**src/rtl/commit_store_queue_pkg.sv**
```systemverilog
// Shared types and constants for the commit-side store queue.
//   PLEN        physical address width
//   STQ_DEPTH   default number of queue entries
//   stq_entry_t one buffered store: address, data, byte enables, log2 size
//   ST_*        drain FSM state encodings
package commit_store_queue_pkg;

  localparam int unsigned PLEN      = 56;
  localparam int unsigned STQ_DEPTH = 8;

  typedef struct packed {
    logic [PLEN-1:0] paddr;
    logic [63:0]     data;
    logic [7:0]      be;
    logic [1:0]      data_size;
  } stq_entry_t;

  localparam logic [0:0] ST_IDLE     = 1'b0;
  localparam logic [0:0] ST_WAIT_ACK = 1'b1;

endpackage

```
**src/rtl/commit_store_queue.sv**
```systemverilog
// Store queue between the commit stage and the D$.
// Stores are pushed speculatively at execute, promoted to committed one at a
// time by commit_i, and drained to the D$ in order through a req/gnt/ack
// handshake.
//
// Ports
//   clk_i, rst_ni                 clock, asynchronous active-low reset
//   flush_i                       discard all speculative entries
//   valid_i, paddr_i, data_i,
//   be_i, data_size_i, ready_o    speculative push; accepted only when ready_o
//   commit_i, commit_ready_o      promote oldest speculative entry
//   no_st_pending_o, empty_o      status to commit (fences wait on no_st_pending_o)
//   page_offset_i,
//   page_offset_matches_o         possible store/load alias
//   req_o, addr_o, wdata_o, be_o,
//   size_o, gnt_i, ack_i          D$ write port
//
// Build option: COMMIT_STQ_ALIAS_CHECK_EN
//   defined     -> per-entry page offset comparators
//   not defined -> page_offset_matches_o = !empty_o
module commit_store_queue
  import commit_store_queue_pkg::*;
#(
  parameter int unsigned DEPTH = STQ_DEPTH
) (
  input  logic            clk_i,
  input  logic            rst_ni,
  input  logic            flush_i,
  input  logic            valid_i,
  input  logic [PLEN-1:0] paddr_i,
  input  logic [63:0]     data_i,
  input  logic [7:0]      be_i,
  input  logic [1:0]      data_size_i,
  output logic            ready_o,
  input  logic            commit_i,
  output logic            commit_ready_o,
  output logic            no_st_pending_o,
  output logic            empty_o,
  input  logic [11:0]     page_offset_i,
  output logic            page_offset_matches_o,
  output logic            req_o,
  output logic [PLEN-1:0] addr_o,
  output logic [63:0]     wdata_o,
  output logic [7:0]      be_o,
  output logic [1:0]      size_o,
  input  logic            gnt_i,
  input  logic            ack_i
);

  localparam int unsigned AW = $clog2(DEPTH);
  localparam int unsigned PW = AW + 1;
  localparam logic [PW-1:0] PTR_ONE = PW'(1);

  // head..cmt: committed (incl. in flight), cmt..tail: speculative
  logic [PW-1:0] head_q, head_d, cmt_q, cmt_d, tail_q, tail_d;
  logic [0:0]    state_q, state_d;
  stq_entry_t    mem_q [DEPTH];
  stq_entry_t    head_e;

  logic full, do_push, do_commit;

  assign full      = (head_q[AW-1:0] == tail_q[AW-1:0]) && (head_q[AW] != tail_q[AW]);
  assign do_commit = commit_i && commit_ready_o;
  // a flush kills the push issued in the same cycle
  assign do_push   = valid_i && !full && !flush_i;

  always_comb begin
    head_d  = head_q;
    cmt_d   = cmt_q;
    tail_d  = tail_q;
    state_d = state_q;
    if (do_commit) cmt_d = cmt_q + PTR_ONE;
    // flush rewinds to the commit pointer as updated this cycle
    if (flush_i)      tail_d = cmt_d;
    else if (do_push) tail_d = tail_q + PTR_ONE;
    case (state_q)
      ST_IDLE:     if (req_o && gnt_i) state_d = ST_WAIT_ACK;
      ST_WAIT_ACK: if (ack_i) begin
        state_d = ST_IDLE;
        head_d  = head_q + PTR_ONE;
      end
      default:     state_d = ST_IDLE;
    endcase
  end

  always_ff @(posedge clk_i or negedge rst_ni) begin
    if (!rst_ni) begin
      head_q  <= '0;
      cmt_q   <= '0;
      tail_q  <= '0;
      state_q <= ST_IDLE;
    end else begin
      head_q  <= head_d;
      cmt_q   <= cmt_d;
      tail_q  <= tail_d;
      state_q <= state_d;
    end
  end

  // storage needs no reset: only entries between head and tail are ever read
  always_ff @(posedge clk_i) begin
    if (do_push) mem_q[tail_q[AW-1:0]] <= '{paddr: paddr_i, data: data_i, be: be_i, data_size: data_size_i};
  end

  // status: registered state only
  assign ready_o         = !full;
  assign commit_ready_o  = (cmt_q != tail_q);
  assign no_st_pending_o = (head_q == cmt_q) && (state_q == ST_IDLE);
  assign empty_o         = (head_q == tail_q) && (state_q == ST_IDLE);

  // head entry cannot be overwritten while occupied, so payload holds during req
  assign head_e  = mem_q[head_q[AW-1:0]];
  assign req_o   = (state_q == ST_IDLE) && (head_q != cmt_q);
  assign addr_o  = head_e.paddr;
  assign wdata_o = head_e.data;
  assign be_o    = head_e.be;
  assign size_o  = head_e.data_size;

`ifdef COMMIT_STQ_ALIAS_CHECK_EN
  logic [PW-1:0] occ_cnt;
  logic [AW-1:0] rel;
  logic          unused_po;

  assign occ_cnt   = tail_q - head_q;
  assign unused_po = ^page_offset_i[2:0];

  // an entry is live if its distance from head is below the occupancy count;
  // the in-flight entry sits at head and stays live until ack
  always_comb begin
    page_offset_matches_o = 1'b0;
    rel                   = '0;
    for (int unsigned i = 0; i < DEPTH; i++) begin
      rel = AW'(i) - head_q[AW-1:0];
      if (({1'b0, rel} < occ_cnt) && (mem_q[i].paddr[11:3] == page_offset_i[11:3]))
        page_offset_matches_o = 1'b1;
    end
  end
`else
  logic unused_po;
  assign unused_po             = ^page_offset_i;
  // conservative: any buffered store blocks loads
  assign page_offset_matches_o = !empty_o;
`endif

  a_push_full: assert property (@(posedge clk_i) disable iff (!rst_ni) (valid_i && !flush_i) |-> ready_o)
    else $warning("store push while queue full was dropped");
  a_commit_empty: assert property (@(posedge clk_i) disable iff (!rst_ni) commit_i |-> commit_ready_o);
  a_ack_idle: assert property (@(posedge clk_i) disable iff (!rst_ni) ack_i |-> (state_q == ST_WAIT_ACK));
  a_gnt_wait: assert property (@(posedge clk_i) disable iff (!rst_ni) gnt_i |-> (state_q == ST_IDLE));

endmodule

```
**config.mk**
```make
export PLATFORM = sky130hd
export DESIGN_NAME = commit_store_queue
export DESIGN_NICKNAME = d
export VERILOG_FILES = /design/src/rtl/commit_store_queue_pkg.sv /design/src/rtl/commit_store_queue.sv
export SDC_FILE = /design/constraint.sdc
export NUM_CORES = 1
export LEC_CHECK = 0
export ABC_AREA = 1
export CAP_MARGIN = 40
export CORE_MARGIN = 1
export CORE_UTILIZATION = 35
export DETAILED_ROUTE_END_ITERATION = 7
export PLACE_DENSITY = 0.48
export SLEW_MARGIN = 15
export SYNTH_ARGS = -nofsm -noshare
export SYNTH_HDL_FRONTEND = slang
export SYNTH_SLANG_ARGS = --single-unit
```
**constraint.sdc**
```tcl
create_clock -name clk_i -period 8.4 [get_ports clk_i]
set_input_delay 1.68 -clock clk_i [delete_from_list [all_inputs] [get_ports clk_i]]
set_output_delay 1.68 -clock clk_i [all_outputs]
set_load 0.05 [all_outputs]
```
==> results of run 1 <==
==> worst paths after layout <==
path / startpoint / to / slack (ns)
setup reg to reg: head_q[1] / mem_q[2][59] / 3.82
min in group asynchronous: rst_ni / cmt_q[3] / 1.39
hold / removal: head_q[3] / head_q[3] / 0.54
hold reg to reg: head_q[3] / head_q[3] / 0.54
setup / recovery: head_q[1] / wdata_o[46] / 2.26
max in group asynchronous: rst_ni / head_q[0] / 6.51
==> sequential cells by signal, summed over array words and instances, names as in the netlist <==
signal and count:
cmt_q 4, tail_q 4, mem_q 1040, state_q 1
head_q 4
==> synthesized netlist by cell type <==
cell      count
nand2_2       2
and2_1        2
buf_12        1
inv_2         4
clkbuf_1    131
nand4_4       1
nor2_8        1
nor3_2        3
nand3b_1      1
buf_4        15
xnor2_4       1
nor3_1        2
o22ai_1     260
nor2_1      530
o21bai_1      2
inv_1        12
nand2_4       2
nor2_2        1
nand3_1      15
a21oi_1       4
xnor2_1       1
dfrtp_1      13
buf_1         5
nand2_1     432
buf_6         3
or2_2         1
buf_2        50
nor4_1        1
edfxtp_1   1040
xor2_1        8
o21ai_0     521
ha_1          3
==> cells by family after synthesis <==
group           synth area share, %
compound gates                 10.5
xor+xnor                      0.261
flops                          77.3
simple gates                   9.42
buf+inv                        2.42
fa+ha+maj                    0.0920
==> critical path: cells and delay by family, from the launching register on <==
family,cells,cell delay [ns]
DFF,1,0.75
AOI/OAI and AO/OA,2,0.40
buffers and inverters,4,2.13
and+or+nand+nor,2,0.32
==> layout make-up <==
type,instances,area share [%]
flip-flops and latches,1053,64.7
inverters,16,0.164
diodes,5,0.0257
clock inverters,58,1.01
multi-input cells,1794,17.0
clock buffers,147,6.12
well taps,1512,3.88
repair buffers,318,7.02
==> power groups by stage <==
stage / Combinational, mW / Clock [mW] / Sequential, mW
detailed placement: 8.09 / 0 / 6.56
global route: 8.66 / 4.98 / 6.49
global placement: 7.85 / 0 / 6.59
CTS: 8.12 / 4.80 / 6.45
finish: 8.02 / 4.67 / 6.45
floorplan: 5.35 / 0 / 6.48
==> stage by stage <==
| stage | util (%) | std cells |
|---|---|---|
| 2_1_floorplan | - | 3068 |
| 3_3_place_gp | 39.1 | 4680 |
| 3_5_place_dp | 39.3 | 4691 |
| 4_1_cts | 42.4 | 4896 |
| 5_1_grt | 42.4 | 4899 |
| 6_report | 42.4 | 4903 |
==> per-layer routing <==
| metal | wire, microns | up-vias | GRT usage, % |
|---|---|---|---|
| met4 | 2120 | 20 | 5.15 |
| met5 | 123 | - | 0 |
| met1 | 46900 | 12731 | 23.6 |
| met2 | 52300 | 577 | 30.4 |
| li1 | - | 11712 | - |
| met3 | 6390 | 149 | 4.02 |
==> reports/qor.yml, run 1 <==
run_status:
  outcome: "finished, final reports clean"
worst_hold_path:
  hp-class: "flip-flop to flip-flop"
  min_delay_path_depth: 1
clock_tree:
  tritoncts: "done"
  postCtsSetupBuffers: 0
  clk_pin_slew_ns: 0.06
  cts_root_buf: "clkbuf_16"
  cts.sink_count: 1053
  htreeDepth: 3
  postCtsResizedCells: 0
  cts_buffers: 112
  postCtsHoldBufs: 0
  clock_path_buffers: 3
  worstSkewPairLatency_ns: 0.70
route:
  wl_mm: 108
  drt-initial-drc-count: 1668
  drcViolationCount: 0
  drt_first_pass_iters: 6
  wl_per_cell_microns: 22.0
  via_per_inst: 5.14
  ant_nets: 0
  vias: 25189
worst_setup_path:
  crit_path_start_kind: "flip-flop"
  r2r_cells: 12
  cpPeakStageDelay_ns: 0.86
  path_cells: "inv_8 -> buf_16 -> buf_12 -> o21ai_0 -> o22ai_1 -> nand2_1 -> nand2_1 -> clkdlybuf4s50_1"
  required_ns: 6.72
  crit_top_cell: "nand2_1"
  cp.arrival_ns: 4.46
  cp_max_fo: 131
  crit_path_end_kind: "primary output"
  crit_type: "flip-flop to primary output"
  cpMaxStageDelayCell: "clkdlybuf4s50_1"
place:
  placed_cell_area_sq_um: 45200
  dpl.hpwl_mm: 53.4
  io_buffers: 272
  dp_slack_ns: 2.95
  finalWeightedCongestion: 0.741
power:
  seqPwrFrac_pct: 33.7
  switching_share_pct: 41.3
  p_sw_mw: 7.91
  clkPwrFrac_pct: 24.4
  power.total_mw: 19.1
  leakage_nw: 16.0
  p_int_mw: 11.2
  p_comb_share_pct: 41.9
  power.density_nw_per_um2: 393
  ir_drop_mv: 0.290
sta:
  fmax_mhz: 163
  worst_slack_ns: 2.26
  hold_violations: 0
  fin_skew_ns: 0.0329
  rsz0062_at_grt: "false"
  setup_viol: 0
  worst_pin_slew_ns: 1.19
  period_minus_slack_ns: 6.14
  fin_setup_tns_ns: 0
  min_period_over_period_pct: 73.1
  maxSlewHeadroom_pct: 20.6
  slew_violations: 0
  hold_slack_ns: 0.537
synth:
  synth_area_leaders: "edfxtp_1, o21ai_0, nor2_1"
  synth-seq-area-share_pct: 77.3
  synth_top_area_cell: "edfxtp_1"
  ys_ff_latch: 1053
  syn_nets: 3220
  ys_warn_count: 0
  ys_types: 32
  avgSynthCellArea_sq_um: 13.3
  synth_cells: 3068
  synth_area_sq_um: 40800
  synth_top_area_share_pct: 76.6
global_route:
  first_global_vias: 25625
  gr-total-overflow: 0
  antenna_found_initial: 13
  grt_util_all_layers_pct: 18.1
  grt_max_degree: 210
  grt_pass1_wl_mm: 160
die:
  fp.dieArea_sq_um: 118000
  placementRows: 124
  die_h_microns: 343
  core_sq_um: 115000
  ios: 285
  die_w_microns: 343
  initial_core_util_pct: 35.5
layout:
  fillers: 10287
  nets: 3447
  final_common_cell: "edfxtp_1"
  drive_gt1_share_pct: 6.59
  regArea_sq_um: 31600
  multi_input_area_sq_um: 8310
  final_cell_mix: "edfxtp_1, nor2_1, o21ai_0"
  finalInstanceArea_sq_um: 48800
  synthToLayoutAreaGrowth_pct: 19.5
flow_run:
  drv_cap: 0
No activity file was read; power rests on OpenSTA's default activity.
==> run 2: changes to the inputs <==
PLACE_DENSITY = 0.5   (was 0.48)
clock period = 5.6 ns   (was 8.4 ns; I/O delays follow)
==> run 2 against run 1 <==
Power grew 50%. Critical path type unchanged. Hold slack gained 0.0011 ns. Sequential share of layout area shrank 0.26 points. Setup slack lost 1.6 ns. Sequential cell count is the same. Non-clock buffer count grew 16.
==> reports/qor.yml, run 2 (synthesized netlist as in run 1, its figures left out) <==
route:
  ant_nets: 0
  drt_first_pass_iters: 5
  vias: 24995
  drt-initial-drc-count: 1520
  drcViolationCount: 0
  wl_mm: 104
  via_per_inst: 5.08
  wl_per_cell_microns: 21.2
sta:
  hold_slack_ns: 0.538
  slew_violations: 0
  min_period_over_period_pct: 89.0
  maxSlewHeadroom_pct: 39.4
  rsz0062_at_grt: "false"
  fin_setup_tns_ns: 0
  setup_viol: 0
  worst_pin_slew_ns: 0.908
  worst_slack_ns: 0.615
  fin_skew_ns: 0.0174
  period_minus_slack_ns: 4.99
  hold_violations: 0
  fmax_mhz: 201
place:
  io_buffers: 272
  dpl.hpwl_mm: 52.5
  dp_slack_ns: 1.28
  finalWeightedCongestion: 0.723
worst_hold_path:
  hp-class: "flip-flop to flip-flop"
power:
  power.density_nw_per_um2: 587
  power.total_mw: 28.7
  ir_drop_mv: 0.513
  leakage_nw: 16.1
die:
  core_sq_um: 115000
  fp.dieArea_sq_um: 118000
  initial_core_util_pct: 35.5
  ios: 285
  die_w_microns: 343
  die_h_microns: 343
  placementRows: 124
clock_tree:
  cts_root_buf: "clkbuf_16"
  clk_pin_slew_ns: 0.06
  cts.sink_count: 1053
  tritoncts: "done"
  postCtsHoldBufs: 0
  postCtsSetupBuffers: 0
  htreeDepth: 3
  clock_path_buffers: 3
  postCtsResizedCells: 0
  cts_buffers: 113
  worstSkewPairLatency_ns: 0.70
layout:
  nets: 3464
  synthToLayoutAreaGrowth_pct: 20.0
  final_cell_mix: "edfxtp_1, nor2_1, o21ai_0"
  final_common_cell: "edfxtp_1"
  finalCoreUtilization_pct: 42.6
  drive_gt1_share_pct: 7.05
  largest_reg_flops: 1040
global_route:
  grt_busiest_layer: "met2"
  antenna_found_initial: 16
  gr-total-overflow: 0
  grtUsageMet2_pct: 27.5
  first_global_vias: 23871
  use_met3_pct: 3.25
  grt_pass1_wl_mm: 155
  gr-usage-met1_pct: 25.1
  grt_util_all_layers_pct: 17.5
  grt_max_degree: 162
worst_setup_path:
  crit_path_end_kind: "primary output"
  cp_max_fo: 87
  required_ns: 4.48
  crit_path_start_kind: "flip-flop"
  cp.arrival_ns: 3.87
  crit_type: "flip-flop to primary output"
flow_run:
  drv_cap: 0
run_status:
  outcome: "finished, final reports clean"
==> run 2: changes by cell type in the layout (fill, tap and decap cells not counted) <==
cell,change
buf_12,+13
buf_16,-6
diode_2,-4
inv_6,+3
clkinv_2,-3
clkinvlp_4,+1
clkbuf_1,-3
bufinv_16,+2
buf_4,+9
inv_16,-1
clkinv_4,+2
clkbuf_8,-3
clkinv_1,+5
==> run 2: layout make-up <==
| cell class | count | area [sq um] |
|---|---|---|
| Clock inverter | 67 | 589 |
| Tap cell | 1512 | 1890 |
| Sequential cell | 1053 | 31600 |
| Antenna cell | 1 | 2.50 |
| Clock buffer | 141 | 2930 |
| Inverter | 16 | 80.1 |
| Multi-Input combinational cell | 1794 | 8310 |
| Timing Repair Buffer | 334 | 3580 |
| Fill cell | 10556 | 66000 |
==> run 2: through the flow <==
stage,area [sq um],instances
floorplan,40800,3068
global placement,45400,4707
detailed placement,45400,4709
CTS,49000,4917
global route,49000,4918
finish,49000,4918
==> run 2: power by group <==
part | internal, mW | switching, mW | total [mW]
clock network | 4.11 | 3.02 | 7.13
registers | 9.32 | 0.294 | 9.62
logic | 3.48 | 8.50 | 12.0
total | 16.9 | 11.8 | 28.7
==> run 2: metal layers <==
metal  share of wire (%)  vias up
met3                 5.2      138
met2                  46      549
met4                 1.7       24
met5                0.14        -
li1                    -    11775
met1                  47    12509
==> run 2: final timing paths <==
check	start	end	slack (ns)	depth (start not counted)
setup / recovery	head_q[1]	empty_o	0.61	7
hold / removal	head_q[3]	head_q[3]	0.54	1
setup reg to reg	head_q[1]	mem_q[2][97]	2.08	10
hold reg to reg	head_q[3]	head_q[3]	0.54	1
max in group asynchronous	rst_ni	head_q[2]	4.25	1
min in group asynchronous	rst_ni	tail_q[3]	0.85	1
==> run 2: critical path, stage by stage, from the launching register on <==
cell and delay [ns]:
dfrtp_4 0.64, inv_8 0.50, buf_4 0.56, nand2_1 0.09, nand2_1 0.16, nand3_1 0.09, nor3_1 0.25, clkdlybuf4s50_1 0.86
